<file path="src/rtl/crit_arb_pkg.sv">
// rtl/crit_arb_pkg.sv - shared state encoding and round-robin pick helper for crit_path_arbiter
package crit_arb_pkg;

  localparam int unsigned PICK_MAX = 8;

  typedef enum logic [1:0] {IDLE, GRANT, TURN} state_t;

  typedef struct packed {
    logic       found;
    logic [2:0] idx;
  } pick_t;

  // First set bit of mask scanning ptr, ptr+1, ... modulo n (n need not be a power of two).
  function automatic pick_t rr_pick(input logic [PICK_MAX-1:0] mask,
                                    input logic [2:0]          ptr,
                                    input int unsigned         n);
    pick_t       r;
    int unsigned j;
    r = '0;
    for (int unsigned k = 0; k < PICK_MAX; k++) begin
      j = (32'(ptr) + k) % n;
      if (k < n && !r.found && mask[j[2:0]]) begin
        r.found = 1'b1;
        r.idx   = j[2:0];
      end
    end
    return r;
  endfunction

endpackage

</file>
<file path="src/rtl/rr_priority_pick.sv">
// rtl/rr_priority_pick.sv - combinational rotate-priority encoder starting at ptr
module rr_priority_pick #(
  parameter int N_REQ = 4,
  localparam int PW   = $clog2(N_REQ)
) (
  input  logic [N_REQ-1:0] mask,
  input  logic [PW-1:0]    ptr,
  output logic             found,
  output logic [PW-1:0]    idx
);
  import crit_arb_pkg::*;

  pick_t pick;

  always_comb begin
    pick  = rr_pick(PICK_MAX'(mask), 3'(ptr), N_REQ);
    found = pick.found;
    idx   = PW'(pick.idx);
  end

endmodule

</file>
<file path="src/rtl/crit_path_arbiter.sv">
// rtl/crit_path_arbiter.sv - round-robin arbiter with qualified critical priority, hold limits and a one-cycle turnaround
module crit_path_arbiter #(
  parameter int N_REQ     = 4,
  parameter int DATA_W    = 8,
  parameter int MIN_HOLD  = 2,
  parameter int MAX_GRANT = 8
) (
  input  logic                    clk,
  input  logic                    rst_n,
  input  logic [N_REQ-1:0]        req,
  input  logic [N_REQ-1:0]        crit,
  input  logic                    cond1,
  input  logic                    cond2,
  input  logic [N_REQ*DATA_W-1:0] data_in,
  output logic [N_REQ-1:0]        grant,
  output logic [DATA_W-1:0]       out_data,
  output logic                    out_valid,
  output logic                    owner_crit
);
  import crit_arb_pkg::*;

  localparam int PW = $clog2(N_REQ);
  localparam int HW = $clog2(MAX_GRANT + 1);
  localparam logic [HW-1:0] MIN_HOLD_C  = HW'(MIN_HOLD);
  localparam logic [HW-1:0] MAX_GRANT_C = HW'(MAX_GRANT);
  localparam logic [PW-1:0] LAST_IDX    = PW'(N_REQ - 1);
  localparam logic [N_REQ-1:0] ONE      = {{(N_REQ-1){1'b0}}, 1'b1};

  state_t              state_q, state_d;
  logic [PW-1:0]       rr_ptr_q, rr_ptr_d;
  logic [PW-1:0]       owner_q, owner_d;
  logic [HW-1:0]       hold_cnt_q, hold_cnt_d;
  logic [N_REQ-1:0]    grant_q, grant_d;
  logic [DATA_W-1:0]   out_data_q, out_data_d;
  logic                out_valid_q, out_valid_d;
  logic                owner_crit_q, owner_crit_d;

  logic                crit_en;
  logic [N_REQ-1:0]    crit_mask;
  logic                c_found, a_found;
  logic [PW-1:0]       c_idx, a_idx, win_idx;
  logic                win_crit, rel, preempt, fair;

  assign crit_en   = cond1 & cond2;
  assign crit_mask = req & crit;

  rr_priority_pick #(.N_REQ(N_REQ)) u_pick_crit (
    .mask (crit_mask), .ptr (rr_ptr_q), .found (c_found), .idx (c_idx)
  );

  rr_priority_pick #(.N_REQ(N_REQ)) u_pick_all (
    .mask (req), .ptr (rr_ptr_q), .found (a_found), .idx (a_idx)
  );

  always_comb begin
    state_d      = state_q;
    rr_ptr_d     = rr_ptr_q;
    owner_d      = owner_q;
    hold_cnt_d   = hold_cnt_q;
    grant_d      = grant_q;
    out_data_d   = out_data_q;
    out_valid_d  = out_valid_q;
    owner_crit_d = owner_crit_q;

    win_crit = crit_en && c_found;
    win_idx  = win_crit ? c_idx : a_idx;
    rel      = !req[owner_q];
    preempt  = crit_en && !owner_crit_q && (hold_cnt_q >= MIN_HOLD_C) && |(crit_mask & ~grant_q);
    fair     = (hold_cnt_q >= MAX_GRANT_C) && |(req & ~grant_q);

    case (state_q)
      GRANT: begin
        out_data_d = data_in[owner_q*DATA_W +: DATA_W];
        hold_cnt_d = (hold_cnt_q == MAX_GRANT_C) ? MAX_GRANT_C : hold_cnt_q + 1'b1;
        if (rel || preempt || fair) begin
          state_d      = TURN;
          grant_d      = '0;
          out_valid_d  = 1'b0;
          owner_crit_d = 1'b0;
          hold_cnt_d   = '0;
        end
      end
      default: begin
        // IDLE and TURN share the arbitration step; TURN's own outputs are already cleared.
        grant_d     = '0;
        out_valid_d = 1'b0;
        state_d     = IDLE;
        if (a_found) begin
          state_d      = GRANT;
          owner_d      = win_idx;
          grant_d      = ONE << win_idx;
          rr_ptr_d     = (win_idx == LAST_IDX) ? '0 : win_idx + 1'b1;
          hold_cnt_d   = HW'(1);
          out_valid_d  = 1'b1;
          out_data_d   = data_in[win_idx*DATA_W +: DATA_W];
          owner_crit_d = win_crit;
        end
      end
    endcase
  end

  always_ff @(posedge clk or negedge rst_n) begin
    if (!rst_n) begin
      state_q      <= IDLE;
      rr_ptr_q     <= '0;
      owner_q      <= '0;
      hold_cnt_q   <= '0;
      grant_q      <= '0;
      out_data_q   <= '0;
      out_valid_q  <= 1'b0;
      owner_crit_q <= 1'b0;
    end else begin
      state_q      <= state_d;
      rr_ptr_q     <= rr_ptr_d;
      owner_q      <= owner_d;
      hold_cnt_q   <= hold_cnt_d;
      grant_q      <= grant_d;
      out_data_q   <= out_data_d;
      out_valid_q  <= out_valid_d;
      owner_crit_q <= owner_crit_d;
    end
  end

  assign grant      = grant_q;
  assign out_data   = out_data_q;
  assign out_valid  = out_valid_q;
  assign owner_crit = owner_crit_q;

endmodule

</file>
<file path="config.mk">
export PLATFORM = sky130hd
export DESIGN_NAME = crit_path_arbiter
export DESIGN_NICKNAME = d
export VERILOG_FILES = /design/src/rtl/crit_arb_pkg.sv /design/src/rtl/rr_priority_pick.sv /design/src/rtl/crit_path_arbiter.sv
export SDC_FILE = /design/constraint.sdc
export NUM_CORES = 1
export LEC_CHECK = 0
export BUFFER_PORTS_ARGS = -buffer_cell sky130_fd_sc_hd__clkbuf_2
export CORE_ASPECT_RATIO = 1.1
export CORE_UTILIZATION = 45
export DETAILED_ROUTE_END_ITERATION = 10
export HOLD_SLACK_MARGIN = 0.03
export PLACE_DENSITY = 0.73
export SLEW_MARGIN = 5
export SYNTH_ARGS = -nofsm -noshare
export SYNTH_HDL_FRONTEND = slang
export SYNTH_SLANG_ARGS = --single-unit
export TNS_END_PERCENT = 20
</file>
<file path="constraint.sdc">
create_clock -name clk -period 4.15 [get_ports clk]
set_clock_uncertainty 0.1 [all_clocks]
set_input_delay 0.415 -clock clk [delete_from_list [all_inputs] [get_ports clk]]
set_output_delay 0.415 -clock clk [all_outputs]
set_load 0.01 [all_outputs]
</file>
==> metrics.cfg <==
[status]
outcome=finished, final reports clean

[synth]
synth.avg_cell_area_um2=9.00
netlist_instances=191
yosysUniqueCellTypes=45
synthArstFlopShare=1.00
synth_ff_type=dfrtp_1
synth_common_cells=33 x nand2_1, 23 x dfrtp_1, 19 x a21oi_1, 14 x mux2i_1, 9 x inv_1
yosys_warnings=0
yosys_register_bits=23
synth_most_common_cell=nand2_1
yosysTopAreaCellShare=0.335
synth.area.top_cells=dfrtp_1 33%, mux2i_1 8.2%, nand2_1 7.2%
yosys.area.top_type=dfrtp_1
netlist_area_mm2=0.00172
synth_edf_count=0
syn_nets=241
ys_seq_area_frac=0.335

[grt]
grt_pass1_wl_um=6400
track_usage=0.206
grt_max_degree=24
grt-ovfl-total=0
first_global_vias=1473
antenna_found_initial=0

[detailed_routing]
avgRoutedWirePerCell_um=13.7
first_pass_iters=4
vias=1609
drtAntennaViolNets=0
routed_via_density=5.51
wl_um=3990
drtIter0Drc=68
drcViolationCount=0

[clock_tree]
postCtsHoldBufs=0
clkSinkCount=23
cts_tree=yes
cts_setup_buffers=0
clk_latency_ns=0.26
cts_htree_levels=1
clock_path_buffers=2
cts_buffers=3
clock-root-buffer=clkbuf_8
cts_resized=0
path_clk_slew_ns=0.09

[worst_setup_path]
start_kind=flip-flop
cpMaxStageDelayCell=dfrtp_1
cp_max_fo=16
cp.required_ns=4.21
arrival_ns=2.59
cp-end-kind=flip-flop
critPathMaxStageDelay_ns=0.57
crit_chain=mux2_2, o221ai_1, nand3b_1, o221ai_4, mux2_2, o221a_1
cp_common_cell=mux2_2
timing_worst_setup_path_type=reg -> reg

[sta]
setup_viol=0
period_share=0.609
fin_crit_ns=2.53
relSlewSlack=0.508
slew_viol_final=0
hold_violations=0
fin_setup_tns_ns=0
rsz0062_at_grt=false
tightestPinTransition_ns=0.739
max_freq_mhz=396

[layout]
fin_util=0.564
drive_above_1_share=0.310
n_antenna_cell=0
nets=293
stdcell_count=292
area_delta_synth_final_pct=19.9

[floorplan]
fp.dieH_um=66.8
die_x_um=60.9
ios=58
initial_core_util=0.470
num_rows=23
core-area_mm2=0.00365
die_area_mm2=0.00407

[power_and_ir_drop]
ir_worst_vdd_uv=287
p_leak_nw=1.01
cellPowerDensity_mw_per_mm2=665

[placement]
io_buffers=57
dp_cells=288
gp_congestion=0.870
hpwl_um=3020

[min_path]
holdCritPathClass=in -> async

[job]
max_cap_violations=0

-- area by class of cell --
| type | instances | area (um2) |
|---|---|---|
| clock buffers | 4 | 45.0 |
| flip-flops and latches | 23 | 576 |
| repair buffers | 57 | 285 |
| inverters | 9 | 33.8 |
| well taps | 50 | 62.6 |
| multi-input cells | 149 | 1060 |
| fillers | 338 | 1590 |
-- cell usage in the layout (no fill, tap or decap), types with 2 or more instances in the layout --
master and n:
and2_1 2, clkbuf_2 57, mux2i_1 14, nand2_1 33, nand3b_1 2, ha_1 6
o211ai_1 7, inv_1 9, a21o_1 2, clkbuf_8 3, nand2b_1 4, o21ai_0 8
nand2_2 3, a22o_1 6, mux2_2 4, a21oi_1 19, o21ai_1 2, nor4_1 2
o21a_1 2, o22ai_1 4, dfrtp_1 23, nor3_1 3, nor2_1 5
-- final timing paths --
| path | from | depth (start not counted) | slack, ns | endpoint |
|---|---|---|---|---|
| setup reg to reg | rr_ptr_q[1]$_DFFE_PN0P_ | 6 | 1.62 | out_data[6]$_DFFE_PN0P_ |
| max in group asynchronous | rst_n | 1 | 3.55 | rr_ptr_q[0]$_DFFE_PN0P_ |
| min in group clk | data_in[12] | 3 | 0.36 | out_data[4]$_DFFE_PN0P_ |
| hold reg to reg | out_data[7]$_DFFE_PN0P_ | 2 | 0.41 | out_data[7]$_DFFE_PN0P_ |
| hold / removal | rst_n | 1 | 0.03 | hold_cnt_q[3]$_DFFE_PN0P_ |
| setup / recovery | rr_ptr_q[1]$_DFFE_PN0P_ | 6 | 1.62 | out_data[6]$_DFFE_PN0P_ |
-- state kept, by name (all words and copies together) (netlist names) --
name,cells
out_data,8
grant,4
hold_cnt_q,4
owner_q,2
rr_ptr_q,2
state_q,2
owner_crit,1
-- where the power goes --
part | total (mW) | internal (mW) | leakage [nW] | switching (mW)
clock | 0.142 | 0.0685 | 0.0228 | 0.0734
combinational | 0.802 | 0.358 | 0.702 | 0.445
sequential | 0.425 | 0.326 | 0.283 | 0.0992
-- layer usage --
metal | GRT usage | routed length (um) | share of wire | vias up
li1 | - | - | - | 796
met1 | 0.285 | 1930 | 0.48 | 761
met2 | 0.337 | 1880 | 0.47 | 47
met3 | 0.0233 | 149 | 0.037 | 5
met4 | 0.0540 | 34 | 0.0085 | 0
met5 | 0 | 0 | 0 | -
-- logic make-up (layout without fill, tap and decap cells) --
family / count (synthesis) / count (layout) / synth area share
fa+ha+maj: 6 / 6 / 0.0437
compound gates: 63 / 63 / 0.277
simple gates: 61 / 61 / 0.172
flops: 23 / 23 / 0.335
mux: 19 / 19 / 0.123
buf+inv: 19 / 70 / 0.0495
-- stage by stage --
stage	instance area [um2]	power (mW)	worst slack, ns	hold WS, ns
finish	2060	1.37	1.62	0.0253
global route	2060	1.48	1.51	0.0770
CTS	2060	1.37	1.61	0.0542
detailed placement	2020	1.23	1.42	0.338
global placement	2020	1.22	1.50	0.333
floorplan	1720	1.04	2.02	0.0194
-- critical path: cells and delay by family (launching register included) --
kind	cells	cell delay [ns]
flops	1	0.57
mux	2	0.79
simple gates	1	0.18
compound gates	3	0.78
Power figures use the tool's default switching activity.
